**src/rtl/timekeeper_pkg.sv**
```systemverilog
// Shared limits, digit/state types and the +/-1 wrap helper for the timekeeper.
// Pure declarations; no logic, no latency.
package timekeeper_pkg;

  localparam logic [5:0] SEC_MAX  = 6'd59;
  localparam logic [5:0] MIN_MAX  = 6'd59;
  localparam logic [5:0] HOUR_MAX = 6'd23;

  typedef logic [3:0] bcd_t;

  typedef enum logic {
    ALM_IDLE = 1'b0,
    ALM_RING = 1'b1
  } alm_state_t;

  // Up and down together cancel, leaving the field untouched.
  function automatic logic [5:0] step_mod(input logic [5:0] v, input logic [5:0] lim,
                                          input logic up, input logic dn);
    if (up && !dn) begin
      return (v == lim) ? 6'd0 : v + 6'd1;
    end else if (dn && !up) begin
      return (v == 6'd0) ? lim : v - 6'd1;
    end else begin
      return v;
    end
  endfunction

endpackage

```
**src/rtl/bin2bcd_2d.sv**
```systemverilog
// Combinational binary (0..59) to two BCD digits.
// Zero latency, no flow control.
module bin2bcd_2d
  import timekeeper_pkg::*;
(
  input  logic [5:0] bin_i,
  output bcd_t       tens_o,
  output bcd_t       ones_o
);

  always_comb begin
    tens_o = 4'd0;
    ones_o = bin_i[3:0];
    if (bin_i >= 6'd50) begin
      tens_o = 4'd5;
      ones_o = 4'(bin_i - 6'd50);
    end else if (bin_i >= 6'd40) begin
      tens_o = 4'd4;
      ones_o = 4'(bin_i - 6'd40);
    end else if (bin_i >= 6'd30) begin
      tens_o = 4'd3;
      ones_o = 4'(bin_i - 6'd30);
    end else if (bin_i >= 6'd20) begin
      tens_o = 4'd2;
      ones_o = 4'(bin_i - 6'd20);
    end else if (bin_i >= 6'd10) begin
      tens_o = 4'd1;
      ones_o = 4'(bin_i - 6'd10);
    end
  end

endmodule

```
**src/rtl/timekeeper_core.sv**
```systemverilog
// 24h clock with 1 s prescaler, edge-triggered set buttons and optional alarm (TIMEKEEPER_ALARM_EN).
// Digits/pm registered one cycle after state; tick_o same cycle; no backpressure.
module timekeeper_core
  import timekeeper_pkg::*;
#(
  parameter int CLK_HZ     = 100_000_000,
  parameter int ALARM_SECS = 30
)(
  input  logic clk,
  input  logic rst,
  input  logic en,
  input  logic hrup,
  input  logic hrdn,
  input  logic minup,
  input  logic mindn,
  input  logic mode12,
`ifdef TIMEKEEPER_ALARM_EN
  input  logic al_set,
  input  logic al_en,
  input  logic al_ack,
  output logic alarm_o,
`endif
  output logic tick_o,
  output bcd_t s1,
  output bcd_t s2,
  output bcd_t m1,
  output bcd_t m2,
  output bcd_t h1,
  output bcd_t h2,
  output logic pm
);

  localparam int PW = (CLK_HZ > 1) ? $clog2(CLK_HZ) : 1;
  localparam logic [PW-1:0] PRESC_LAST = PW'(CLK_HZ - 1);

  if (ALARM_SECS < 1 || ALARM_SECS > 255) begin : g_bad_alarm_secs
    $error("ALARM_SECS out of range");
  end

  logic [PW-1:0] presc_q, presc_d;
  logic [5:0]    sec_q, sec_d, min_q, min_d, hour_q, hour_d;
  logic [3:0]    btn_q, btn_d, btn_rise;
  bcd_t          s1_q, s1_d, s2_q, s2_d, m1_q, m1_d, m2_q, m2_d, h1_q, h1_d, h2_q, h2_d;
  logic          pm_q, pm_d;
  logic [5:0]    disp_hour;
  logic          tick, to_time, time_min_edge, time_hr_edge;

  // Bit order: minup, mindn, hrup, hrdn.
  assign btn_d    = {minup, mindn, hrup, hrdn};
  assign btn_rise = btn_d & ~btn_q;
  assign tick     = en && (presc_q == PRESC_LAST);
  assign tick_o   = tick;

`ifdef TIMEKEEPER_ALARM_EN
  assign to_time = ~al_set;
`else
  assign to_time = 1'b1;
`endif
  assign time_min_edge = to_time & (btn_rise[3] | btn_rise[2]);
  assign time_hr_edge  = to_time & (btn_rise[1] | btn_rise[0]);

  always_comb begin
    presc_d = presc_q;
    sec_d   = sec_q;
    min_d   = min_q;
    hour_d  = hour_q;
    if (en) begin
      presc_d = tick ? '0 : presc_q + PW'(1);
    end
    if (time_min_edge) begin
      min_d   = step_mod(min_q, MIN_MAX, btn_rise[3], btn_rise[2]);
      sec_d   = 6'd0;
      presc_d = '0;
    end else if (time_hr_edge) begin
      hour_d = step_mod(hour_q, HOUR_MAX, btn_rise[1], btn_rise[0]);
    end else if (tick) begin
      if (sec_q == SEC_MAX) begin
        sec_d = 6'd0;
        if (min_q == MIN_MAX) begin
          min_d  = 6'd0;
          hour_d = (hour_q == HOUR_MAX) ? 6'd0 : hour_q + 6'd1;
        end else begin
          min_d = min_q + 6'd1;
        end
      end else begin
        sec_d = sec_q + 6'd1;
      end
    end
  end

  always_comb begin
    disp_hour = hour_q;
    if (mode12) begin
      if (hour_q == 6'd0) begin
        disp_hour = 6'd12;
      end else if (hour_q > 6'd12) begin
        disp_hour = hour_q - 6'd12;
      end
    end
    pm_d = (hour_q >= 6'd12);
  end

  bin2bcd_2d u_sec  (.bin_i(sec_q),     .tens_o(s2_d), .ones_o(s1_d));
  bin2bcd_2d u_min  (.bin_i(min_q),     .tens_o(m2_d), .ones_o(m1_d));
  bin2bcd_2d u_hour (.bin_i(disp_hour), .tens_o(h2_d), .ones_o(h1_d));

`ifdef TIMEKEEPER_ALARM_EN
  localparam logic [7:0] RING_LAST = 8'(ALARM_SECS - 1);

  logic [5:0] alm_min_q, alm_min_d, alm_hour_q, alm_hour_d;
  logic [7:0] ring_cnt_q;
  alm_state_t alm_state_q;
  logic       alarm_q, tick_adv, match;

  always_comb begin
    alm_min_d  = alm_min_q;
    alm_hour_d = alm_hour_q;
    if (al_set) begin
      if (btn_rise[3] | btn_rise[2]) begin
        alm_min_d = step_mod(alm_min_q, MIN_MAX, btn_rise[3], btn_rise[2]);
      end else if (btn_rise[1] | btn_rise[0]) begin
        alm_hour_d = step_mod(alm_hour_q, HOUR_MAX, btn_rise[1], btn_rise[0]);
      end
    end
  end

  // Only a tick that actually advances the time can land on hh:mm:00.
  assign tick_adv = tick & ~time_min_edge & ~time_hr_edge;
  assign match    = al_en && tick_adv && (sec_d == 6'd0) &&
                    (min_d == alm_min_q) && (hour_d == alm_hour_q);
  assign alarm_o  = alarm_q;

  always_ff @(posedge clk or posedge rst) begin
    if (rst) begin
      alm_state_q <= ALM_IDLE;
      ring_cnt_q  <= 8'd0;
      alarm_q     <= 1'b0;
      alm_min_q   <= 6'd0;
      alm_hour_q  <= 6'd0;
    end else begin
      alm_min_q  <= alm_min_d;
      alm_hour_q <= alm_hour_d;
      unique case (alm_state_q)
        ALM_IDLE: begin
          if (match && !al_ack) begin
            alm_state_q <= ALM_RING;
            ring_cnt_q  <= 8'd0;
            alarm_q     <= 1'b1;
          end
        end
        ALM_RING: begin
          if (al_ack || !al_en || (tick && ring_cnt_q == RING_LAST)) begin
            alm_state_q <= ALM_IDLE;
            alarm_q     <= 1'b0;
          end else if (tick) begin
            ring_cnt_q <= ring_cnt_q + 8'd1;
          end
        end
      endcase
    end
  end
`endif

  always_ff @(posedge clk or posedge rst) begin
    if (rst) begin
      presc_q <= '0;
      sec_q   <= 6'd0;
      min_q   <= 6'd0;
      hour_q  <= 6'd0;
      btn_q   <= 4'd0;
      s1_q    <= 4'd0;
      s2_q    <= 4'd0;
      m1_q    <= 4'd0;
      m2_q    <= 4'd0;
      h1_q    <= 4'd0;
      h2_q    <= 4'd0;
      pm_q    <= 1'b0;
    end else begin
      presc_q <= presc_d;
      sec_q   <= sec_d;
      min_q   <= min_d;
      hour_q  <= hour_d;
      btn_q   <= btn_d;
      s1_q    <= s1_d;
      s2_q    <= s2_d;
      m1_q    <= m1_d;
      m2_q    <= m2_d;
      h1_q    <= h1_d;
      h2_q    <= h2_d;
      pm_q    <= pm_d;
    end
  end

  assign s1 = s1_q;
  assign s2 = s2_q;
  assign m1 = m1_q;
  assign m2 = m2_q;
  assign h1 = h1_q;
  assign h2 = h2_q;
  assign pm = pm_q;

endmodule
```
**config.mk**
```make
export PLATFORM = sky130hd
export DESIGN_NAME = timekeeper_core
export DESIGN_NICKNAME = d
export VERILOG_FILES = /design/src/rtl/timekeeper_pkg.sv /design/src/rtl/bin2bcd_2d.sv /design/src/rtl/timekeeper_core.sv
export SDC_FILE = /design/constraint.sdc
export NUM_CORES = 1
export LEC_CHECK = 0
export CORE_MARGIN = 2
export CORE_UTILIZATION = 30
export CTS_CLUSTER_DIAMETER = 150
export DETAILED_ROUTE_END_ITERATION = 10
export GPL_TIMING_DRIVEN = 0
export PLACE_DENSITY_LB_ADDON = 0.15
export SETUP_SLACK_MARGIN = 0.3
export SLEW_MARGIN = 30
export SYNTH_ARGS = -nofsm -noshare
export SYNTH_HDL_FRONTEND = slang
export SYNTH_SLANG_ARGS = --single-unit
```
**constraint.sdc**
```tcl
create_clock -name clk -period 4.43 [get_ports clk]
set_input_delay 0.443 -clock clk [delete_from_list [all_inputs] [get_ports clk]]
set_output_delay 0.443 -clock clk [all_outputs]
set_load 0.02 [all_outputs]
```
==> results.json <==
{
  "finClkSkew_ns": 0.006582,
  "clockBufferDepth": 2,
  "ys_seq_area_frac": 0.3688,
  "max_slew_margin": 0.5076,
  "fillers": 1652,
  "overflow": 0,
  "syn_to_final_growth_pct": 19.09,
  "clkSinkCount": 71,
  "die_height_um": 130.7,
  "power_density_nw_per_um2": 550.5,
  "synthFlopType": "dfrtp_1",
  "async_flop_share": 1.000,
  "path_class": "reg -> reg",
  "nNetsFinal": 639,
  "min_period_ns": 3.523,
  "dpl.hpwl_mm": 8.172,
  "core-area_um2": 15770,
  "hold_buffers": 0,
  "synthTopCellsByArea": "dfrtp_1, ha_1, o21ai_0",
  "avgViaCountPerCell": 5.141,
  "yosysUniqueCellTypes": 72,
  "synthesis.area_um2": 4817,
  "synth_edf_count": 0,
  "first_pass_iters": 5,
  "path_clk_slew_ns": 0.06,
  "cts_tree": "done",
  "crit_required_ns": 4.69,
  "finalHoldViolations": 0,
  "fin_util": 0.3638,
  "grt_max_degree": 45,
  "initial_core_util": 0.3055,
  "rsz0062_at_grt": "false",
  "ctsRootBufferMaster": "clkbuf_16",
  "antenna_found_initial": 0,
  "finalSetupTns_ns": 0,
  "synth_common_cells": "dfrtp_1, nand2_1, o21ai_0",
  "max_freq_mhz": 283.8,
  "yosysWarnings": 0,
  "h-tree-depth": 3,
  "routabilityCongestion": 0.8800,
  "wl_mm": 11.24,
  "setup_viol": 0,
  "cp-end-kind": "flip-flop",
  "hold_depth": 0,
  "grtUsageTotal": 0.1404,
  "p_leak_nw": 2.406,
  "drtAntennaViolNets": 0,
  "synth_most_common_cell": "dfrtp_1",
  "grt_pass1_vias": 3897,
  "r2r.worst_path.cells": 13,
  "cts-resized-gates": 0,
  "status": "completed",
  "ios": 34,
  "irDropWorstVdd_mv": 0.1948,
  "drv_cap": 0,
  "synth.top_cell.area_share": 0.3688,
  "drt_iter0_markers": 354,
  "cts_inserted_buffers": 9,
  "worstMarginPinSlew_ns": 0.7283,
  "clock_latency_ns": 0.34,
  "avgSynthCellArea_um2": 8.774,
  "cp.arrival_ns": 3.79,
  "start_kind": "flip-flop",
  "rows": 46,
  "via_count": 4185,
  "diodes": 0,
  "period_share": 0.7953,
  "postCtsSetupBuffers": 0,
  "hold_class": "reg -> reg",
  "dieArea_um2": 17090,
  "syn_inst": 549,
  "die_w_um": 130.7,
  "path_max_fanout": 8,
  "drc": 0,
  "grt_pass1_wl_mm": 19.09,
  "finalMaxSlewViolations": 0,
  "drive_above_1_share": 0.08027,
  "yosys.area.top_type": "dfrtp_1",
  "ys_ff_latch": 71,
  "wl_per_cell_um": 13.81,
  "port_buffers": 30
}
-- layer usage --
metal  vias to the layer above  global-route usage  part of all wire  wire length, µm
li1                       2062                   -                 -                -
met1                      2022              0.1878              0.48             5417
met2                        87              0.2221              0.46             5193
met3                        14             0.02565             0.036              405
met4                         0             0.06320             0.020              225
met5                         -                   0                 0                0
-- cells by family after synthesis --
| kind of cell | share of synthesized area |
|---|---|
| DFF | 0.3688 |
| muxes | 0.008572 |
| adders and majority gates | 0.09870 |
| and+or+nand+nor | 0.2187 |
| AOI/OAI and AO/OA | 0.2088 |
| buffers and inverters | 0.04831 |
| xor gates and xnor gates | 0.04727 |
| other | 0.0007785 |
-- registers in the layout (all words and copies together), names as in the netlist --
name,count
m2,3
h2,3
presc_q,27
h1,4
s2,3
pm,1
min_q,6
s1,4
hour_q,6
m1,4
btn_q,4
sec_q,6
-- metrics by stage --
stage / setup slack (ns) / cell area [µm²] / cells / hold slack [ns] / total power [mW]
2_1_floorplan: 1.481 / 4825 / 551 / 0.3787 / 1.966
3_3_place_gp: 0.8186 / 5395 / 797 / 0.4097 / 2.384
3_5_place_dp: 1.023 / 5425 / 798 / 0.4161 / 2.394
4_1_cts: 0.9829 / 5736 / 814 / 0.4296 / 3.174
5_1_grt: 0.6008 / 5737 / 814 / 0.4504 / 3.395
6_report: 0.9069 / 5737 / 814 / 0.4219 / 3.158
-- power by group --
| part | internal [mW] | switching (mW) |
|---|---|---|
| sequential | 0.779 | 0.0928 |
| combinational | 0.619 | 0.910 |
| clock | 0.480 | 0.277 |
| total | 1.88 | 1.28 |
-- cell usage in the layout, fill, tap and decap left out, types with 3 or more instances in the layout --
cell type        count
and3_1               8
or3_1                6
a21oi_1             46
mux2i_1              3
nor2_1              47
conb_1               3
and2_1               3
buf_6                3
xor2_1              13
dfrtp_1             71
clkdlybuf4s50_1     30
o221ai_1             4
buf_2                4
o21ai_0             50
ha_1                38
o21a_1               3
o31ai_1             10
nand2b_1             9
a21boi_0             3
a31oi_1              8
nand3_1             25
a211oi_1             5
inv_1               24
nand4_1             13
nand2_1             52
a21o_1               4
clkbuf_8             4
clkbuf_1             8
clkbuf_16            9
buf_4                6
nor2b_1             11
xnor2_1             13
nor3_1               7
-- worst paths after layout --
check / from / endpoint / slack [ns]
setup / recovery: hour_q[0] / h1[2] / 0.91
hold / removal: sec_q[0] / s1[0] / 0.42
setup reg to reg: hour_q[0] / h1[2] / 0.91
hold reg to reg: sec_q[0] / s1[0] / 0.42
max in group asynchronous: rst / h1[1] / 3.42
min in group asynchronous: rst / presc_q[19] / 0.45
-- worst max-delay path, cell delays in order (launching register included) --
cell	delay [ns]
dfrtp_1	0.44
inv_1	0.19
ha_1	0.27
nand2b_1	0.20
a21bo_2	0.27
xnor2_1	0.14
nor2_1	0.42
inv_1	0.22
ha_1	0.27
a211o_1	0.26
a21oi_1	0.26
nor2_1	0.08
o221ai_1	0.18
a32o_1	0.24
-- cell type report --
| type | count | area, µm² | share of cell area |
|---|---|---|---|
| Inverter | 25 | 96.34 | 0.01679 |
| Clock inverter | 3 | 40.04 | 0.006979 |
| Buffer | 21 | 138.9 | 0.02421 |
| Clock buffer | 13 | 270.3 | 0.04711 |
| Timing Repair Buffer | 31 | 327.8 | 0.05714 |
| Sequential cell | 71 | 1777 | 0.3097 |
| Multi-Input combinational cell | 434 | 2816 | 0.4909 |
| Tap cell | 216 | 270.3 | 0.04711 |
No activity file was read; power rests on OpenSTA's default activity.
